$ cat src/rtl/rot_tile_sequencer.sv
// Tile-walking DMA command sequencer for the rotate path: reads a 4x4 source
// tile row by row, waits for the rotate core, then writes the tile to its rotated origin.
module rot_tile_sequencer #(
    parameter int TILE  = 4,
    parameter int DIM_W = 11
) (
    input  logic             I_HCLK,
    input  logic             I_HRESET_N,
    input  logic             I_GO,
    input  logic [31:0]      I_SRC_ADDR,
    input  logic [31:0]      I_DST_ADDR,
    input  logic [DIM_W-1:0] I_WIDTH,
    input  logic [DIM_W-1:0] I_HEIGHT,
    input  logic [1:0]       I_DIR,
    input  logic             I_DMA_READY,
    input  logic             I_TILE_ROT_DONE,
    output logic             O_DMA_START,
    output logic [31:0]      O_DMA_ADDR,
    output logic             O_DMA_SIZE,
    output logic [4:0]       O_DMA_COUNT,
    output logic             O_DMA_WRITE,
    output logic             O_TILE_LOADED,
    output logic             O_BUSY,
    output logic             O_DONE,
    output logic             O_ERR
);
    typedef enum logic [2:0] {
        S_IDLE, S_RD_ISSUE, S_RD_WAIT, S_CORE_WAIT,
        S_WR_ISSUE, S_WR_WAIT, S_NEXT, S_DONE
    } state_t;

    localparam logic [DIM_W-1:0] TSZ = DIM_W'(TILE);
    localparam int IW = 2*DIM_W + 1;

    state_t           state_q, state_d;
    logic [31:0]      src_q, src_d, dst_q, dst_d;
    logic [DIM_W-1:0] w_q, w_d, h_q, h_d, x_q, x_d, y_q, y_d;
    logic [1:0]       dir_q, dir_d, r_q, r_d;
    logic             seen_low_q, seen_low_d;
    logic             start_q, start_d, size_q, size_d, write_q, write_d;
    logic [31:0]      addr_q, addr_d;
    logic [4:0]       count_q, count_d;
    logic             tl_q, tl_d, busy_q, busy_d, done_q, done_d, err_q, err_d;

    logic             wr_sel, go_bad;
    logic [DIM_W-1:0] dx0, dy0, pitch, row, col, r_ext;
    logic [IW-1:0]    idx;
    logic [31:0]      addr_calc;

    // One shared index datapath: source raster in read states, rotated origin in write states.
    always_comb begin
        r_ext  = DIM_W'(r_q);
        wr_sel = (state_q == S_WR_ISSUE);
        case (dir_q)
            2'd0:    begin dx0 = h_q - TSZ - y_q; dy0 = x_q;             end
            2'd1:    begin dx0 = y_q;             dy0 = w_q - TSZ - x_q; end
            default: begin dx0 = w_q - TSZ - x_q; dy0 = h_q - TSZ - y_q; end
        endcase
        pitch     = (wr_sel && dir_q != 2'd2) ? h_q : w_q;
        row       = wr_sel ? dy0 + r_ext : y_q + r_ext;
        col       = wr_sel ? dx0 : x_q;
        idx       = IW'(row) * IW'(pitch) + IW'(col);
        addr_calc = (wr_sel ? dst_q : src_q) + 32'({idx, 2'b00});
    end

    assign go_bad = (I_WIDTH == '0) || (I_HEIGHT == '0) || (I_WIDTH[1:0] != 2'b00) ||
                    (I_HEIGHT[1:0] != 2'b00) || (I_DIR == 2'd3);

    always_comb begin
        state_d    = state_q;
        src_d      = src_q;
        dst_d      = dst_q;
        w_d        = w_q;
        h_d        = h_q;
        dir_d      = dir_q;
        x_d        = x_q;
        y_d        = y_q;
        r_d        = r_q;
        seen_low_d = seen_low_q;
        start_d    = 1'b0;
        addr_d     = addr_q;
        size_d     = size_q;
        count_d    = count_q;
        write_d    = write_q;
        tl_d       = 1'b0;
        busy_d     = busy_q;
        done_d     = 1'b0;
        err_d      = 1'b0;
        case (state_q)
            S_IDLE: if (I_GO) begin
                if (go_bad) begin
                    err_d = 1'b1;
                end else begin
                    src_d   = I_SRC_ADDR;
                    dst_d   = I_DST_ADDR;
                    w_d     = I_WIDTH;
                    h_d     = I_HEIGHT;
                    dir_d   = I_DIR;
                    x_d     = '0;
                    y_d     = '0;
                    r_d     = 2'd0;
                    busy_d  = 1'b1;
                    state_d = S_RD_ISSUE;
                end
            end
            S_RD_ISSUE, S_WR_ISSUE: if (I_DMA_READY) begin
                start_d    = 1'b1;
                addr_d     = addr_calc;
                write_d    = wr_sel;
                size_d     = 1'b1;
                count_d    = 5'(TILE);
                seen_low_d = 1'b0;
                state_d    = wr_sel ? S_WR_WAIT : S_RD_WAIT;
            end
            // Ready is still high in the START cycle; completion is a low-then-high.
            S_RD_WAIT, S_WR_WAIT: begin
                if (!I_DMA_READY) begin
                    seen_low_d = 1'b1;
                end else if (seen_low_q) begin
                    if (r_q != 2'd3) begin
                        r_d     = r_q + 2'd1;
                        state_d = (state_q == S_WR_WAIT) ? S_WR_ISSUE : S_RD_ISSUE;
                    end else if (state_q == S_RD_WAIT) begin
                        r_d     = 2'd0;
                        tl_d    = 1'b1;
                        state_d = S_CORE_WAIT;
                    end else begin
                        state_d = S_NEXT;
                    end
                end
            end
            S_CORE_WAIT: if (I_TILE_ROT_DONE) state_d = S_WR_ISSUE;
            S_NEXT: begin
                r_d = 2'd0;
                if (x_q + TSZ == w_q) begin
                    x_d     = '0;
                    y_d     = y_q + TSZ;
                    state_d = (y_q + TSZ == h_q) ? S_DONE : S_RD_ISSUE;
                end else begin
                    x_d     = x_q + TSZ;
                    state_d = S_RD_ISSUE;
                end
            end
            S_DONE: begin
                done_d  = 1'b1;
                busy_d  = 1'b0;
                state_d = S_IDLE;
            end
            default: state_d = S_IDLE;
        endcase
    end

    always_ff @(posedge I_HCLK) begin
        if (!I_HRESET_N) begin
            state_q    <= S_IDLE;
            src_q      <= '0;
            dst_q      <= '0;
            w_q        <= '0;
            h_q        <= '0;
            dir_q      <= '0;
            x_q        <= '0;
            y_q        <= '0;
            r_q        <= '0;
            seen_low_q <= 1'b0;
            start_q    <= 1'b0;
            addr_q     <= '0;
            size_q     <= 1'b0;
            count_q    <= '0;
            write_q    <= 1'b0;
            tl_q       <= 1'b0;
            busy_q     <= 1'b0;
            done_q     <= 1'b0;
            err_q      <= 1'b0;
        end else begin
            state_q    <= state_d;
            src_q      <= src_d;
            dst_q      <= dst_d;
            w_q        <= w_d;
            h_q        <= h_d;
            dir_q      <= dir_d;
            x_q        <= x_d;
            y_q        <= y_d;
            r_q        <= r_d;
            seen_low_q <= seen_low_d;
            start_q    <= start_d;
            addr_q     <= addr_d;
            size_q     <= size_d;
            count_q    <= count_d;
            write_q    <= write_d;
            tl_q       <= tl_d;
            busy_q     <= busy_d;
            done_q     <= done_d;
            err_q      <= err_d;
        end
    end

    assign O_DMA_START   = start_q;
    assign O_DMA_ADDR    = addr_q;
    assign O_DMA_SIZE    = size_q;
    assign O_DMA_COUNT   = count_q;
    assign O_DMA_WRITE   = write_q;
    assign O_TILE_LOADED = tl_q;
    assign O_BUSY        = busy_q;
    assign O_DONE        = done_q;
    assign O_ERR         = err_q;
endmodule

$ cat config.mk
export PLATFORM = sky130hd
export DESIGN_NAME = rot_tile_sequencer
export DESIGN_NICKNAME = d
export VERILOG_FILES = /design/src/rtl/rot_tile_sequencer.sv
export SDC_FILE = /design/constraint.sdc
export NUM_CORES = 1
export LEC_CHECK = 0
export ABC_AREA = 1
export CORE_ASPECT_RATIO = 0.6
export CORE_MARGIN = 1.5
export CORE_UTILIZATION = 45
export DETAILED_ROUTE_END_ITERATION = 7
export DONT_BUFFER_PORTS = 1
export MAX_ROUTING_LAYER = met4
export SYNTH_ARGS = -nofsm -noshare
export SYNTH_HDL_FRONTEND = slang
export SYNTH_SLANG_ARGS = --single-unit
export TNS_END_PERCENT = 30
$ cat constraint.sdc
create_clock -name I_HCLK -period 7.7 [get_ports I_HCLK]
set_clock_uncertainty 0.15 [all_clocks]
set_input_delay 1.54 -clock I_HCLK [delete_from_list [all_inputs] [get_ports I_HCLK]]
set_output_delay 1.54 -clock I_HCLK [all_outputs]
set_load 0.02 [all_outputs]
==> flow_summary.toml <==
[worst_setup_path]
path_class = "reg -> reg"
worstPathArrival_ns = 8.63
max_stage_delay_ns = 0.56
crit_top_cell = "inv_2"
start_kind = "flop"
cp_max_fo = 4
critical_path_required_ns = 7.94
slowest_stage = "fa_2"
end_kind = "flop"

[pwr]
p_sw_mw = 0.5904
pwr-share-clk = 0.463
ir_drop_mv = 0.1475
leakage_nw = 9.454
p_per_area_nw_per_um2 = 100.9
pwr-share-comb = 0.120
intPower_mw = 1.362
switching_share = 0.3025
p_seq_frac = 0.417

[global_route]
grt_overflow_total = 0
use_met3 = 0.09019
grt_antenna_before_repair = 4
grt-busiest-layer = "met1"
grt_pass1_wl_um = 83670
gr-usage-all-layers = 0.3377
grt_max_degree = 111
grtUsageMet2 = 0.4111
use_met1 = 0.5374
grt_pass1_vias = 14350

[die]
pin_count = 137
rows = 50
die_area_um2 = 33590
fp.dieH_um = 142.6
core_um2 = 31530
die_x_um = 235.6
initial_core_util = 0.4633

[timing]
worst_slew_pin_slew_ns = 1.124
finalCriticalPeriod_ns = 8.383
layout_setup_ws_ns = -0.6827
post-route-period-util = 1.089
rsz0062_at_grt = "true"
hold_viol_final = 0
setup_viol = 20
drv_slew = 0
relSlewSlack = 0.2427
worst_hold_slack_ns = 0.2985
fmax_mhz = 119.3
setup_tns_ns = -8.866

[placement]
hpwl_um = 44370
port_buffers = 0
place.gp.congestion = 1.057

[cells_and_area]
final-seq-area_um2 = 3037
multiInputGateArea_um2 = 10920
area_growth_pct = 32.48
drive_gt1_frac = 0.2787
layout_common_cells = "nand2_1, buf_4, inv_1"
layout.nets = 2771
final_common_cell = "nand2_1"
nFillCells = 2978

[cts]
clock_path_buffers = 2
cts_sinks = 151
cts-root-buf = "clkbuf_16"
clk_pin_slew_ns = 0.08
cts_tree = "built"
clk_latency_ns = 0.45
cts_buffers = 17
cts.htree.levels = 4

[status]
failed_checks = "negative setup slack"
status = "finished with violations"

[yosys]
synth_warnings = 0
yosys_register_bits = 151
ys.flop_type = "dfxtp_1"
postSynthCellCount = 2139
synth_cell_types = 59
synth_edf_count = 0
syn_avg_cell_area_um2 = 6.829
ys_seq_area_frac = 0.2069
synth.cell_area_um2 = 14610
ys_async_sr_fraction = 0

[routing]
wl_per_cell_um = 19.14
drtPass1Iterations = 7
ant_nets = 0
wl_um = 55270
via_per_inst = 5.363
vias = 15490
drc = 0
dr.first_iter.drc_count = 1762

[job]
maxCapViolations = 0

[min_path]
min_path_type = "reg -> reg"
[logic make-up (layout without fill, tap and decap cells)]
group,after synthesis,count (layout),share of synthesized area
simple gates,840,840,0.2435
buf+inv,455,780,0.1231
compound gates,423,423,0.1579
fa+ha+maj,222,222,0.2395
flops,151,151,0.2069
xor+xnor,46,46,0.02852
other cells,2,10,0.0005141
[worst max-delay path, delay by kind of cell (launching register included)]
| kind | cells | cell delay [ns] |
|---|---|---|
| AO/OA/AOI/OAI | 8 | 1.21 |
| XOR/XNOR | 2 | 0.32 |
| adder cells (fa/ha/maj) | 9 | 3.76 |
| buffers and inverters | 14 | 1.10 |
| flip-flops | 1 | 0.34 |
| AND/OR/NAND/NOR | 14 | 1.41 |
[through the flow]
step	instances	setup slack, ns	area, um2	util	total power [mW]
after global placement	2800	-1.183	17290	0.5483	1.027
after global routing	2888	-0.9376	19350	0.6138	2.019
after floorplan	2144	-0.1557	14800	-	0.9447
after detailed placement	2800	-1.057	17290	0.5483	1.028
final	2888	-0.6827	19350	0.6138	1.952
after CTS	2862	-0.5403	18660	0.5919	1.939
[synth_stat cells (4+ instances only)]
cell type | instances | share of area
nand2_1 | 485 | 0.12
inv_1 | 364 | 0.094
a21oi_1 | 201 | 0.069
nor2_1 | 176 | 0.045
o21ai_0 | 153 | 0.052
dfxtp_1 | 151 | 0.21
ha_1 | 126 | 0.11
nand3_1 | 98 | 0.034
fa_1 | 96 | 0.13
clkbuf_1 | 41 | 0.011
xor2_1 | 26 | 0.016
xnor2_1 | 19 | 0.011
nand4_1 | 18 | 0.0077
nor3_1 | 15 | 0.0051
clkinv_1 | 11 | 0.0028
nor2_2 | 11 | 0.0047
buf_2 | 10 | 0.0034
o21ai_1 | 10 | 0.0034
inv_2 | 9 | 0.0023
o211ai_1 | 7 | 0.0036
buf_4 | 6 | 0.0031
buf_6 | 6 | 0.0046
nor4_1 | 6 | 0.0026
o21ai_2 | 6 | 0.0036
o21bai_1 | 6 | 0.0031
a31oi_1 | 5 | 0.0021
nand2_4 | 5 | 0.0039
o22ai_1 | 5 | 0.0021
o32ai_1 | 5 | 0.0030
buf_1 | 4 | 0.0010
inv_4 | 4 | 0.0017
nand2_2 | 4 | 0.0017
nor3_2 | 4 | 0.0027
or2_2 | 4 | 0.0017
[state kept, by name, indices dropped and copies added (netlist names), 2 cells and up]
| register | flops |
|---|---|
| state_q | 3 |
| h_q | 11 |
| r_q | 2 |
| y_q | 9 |
| src_q | 32 |
| O_DMA_ADDR | 32 |
| dst_q | 32 |
| x_q | 9 |
| dir_q | 2 |
| w_q | 11 |
[cell type report]
| class | instances | share of cell area |
|---|---|---|
| diodes | 3 | 0.0003879 |
| clock buffers | 17 | 0.02198 |
| clock inverters | 15 | 0.01054 |
| inverters | 388 | 0.07642 |
| multi-input cells | 1538 | 0.5641 |
| flip-flops and latches | 151 | 0.1569 |
| well taps | 416 | 0.02690 |
| repair buffers | 360 | 0.1428 |
[metal layers]
| metal | share of wire | up-vias | routed length (um) |
|---|---|---|---|
| met5 | 0 | - | 0 |
| met4 | 0.0048 | 0 | 264 |
| met3 | 0.12 | 34 | 6685 |
| met2 | 0.37 | 720 | 20500 |
| met1 | 0.50 | 7282 | 27810 |
| li1 | - | 7451 | - |
[final timing paths]
kind / to / slack [ns] / cells past startpoint / from
setup / recovery: O_DMA_ADDR[24] / -0.68 / 47 / w_q[2]
hold / removal: dst_q[4] / 0.30 / 2 / dst_q[4]
setup reg to reg: O_DMA_ADDR[24] / -0.68 / 47 / w_q[2]
hold reg to reg: dst_q[4] / 0.30 / 2 / dst_q[4]
[power by group through the flow]
stage | clock network (mW) | registers (mW) | logic [mW]
after floorplan | 0 | 0.828 | 0.116
after global placement | 0 | 0.832 | 0.195
after detailed placement | 0 | 0.832 | 0.196
after CTS | 0.912 | 0.814 | 0.213
after global routing | 0.950 | 0.815 | 0.253
final | 0.904 | 0.814 | 0.234
[repair_timing]
item,CTS,global route
pin swaps,79,111
gates resized for setup,149,136
buffers inserted,31,25
setup endpoints to repair,21,22
hold buffers,0,0
No activity file was read; power rests on OpenSTA's default activity.
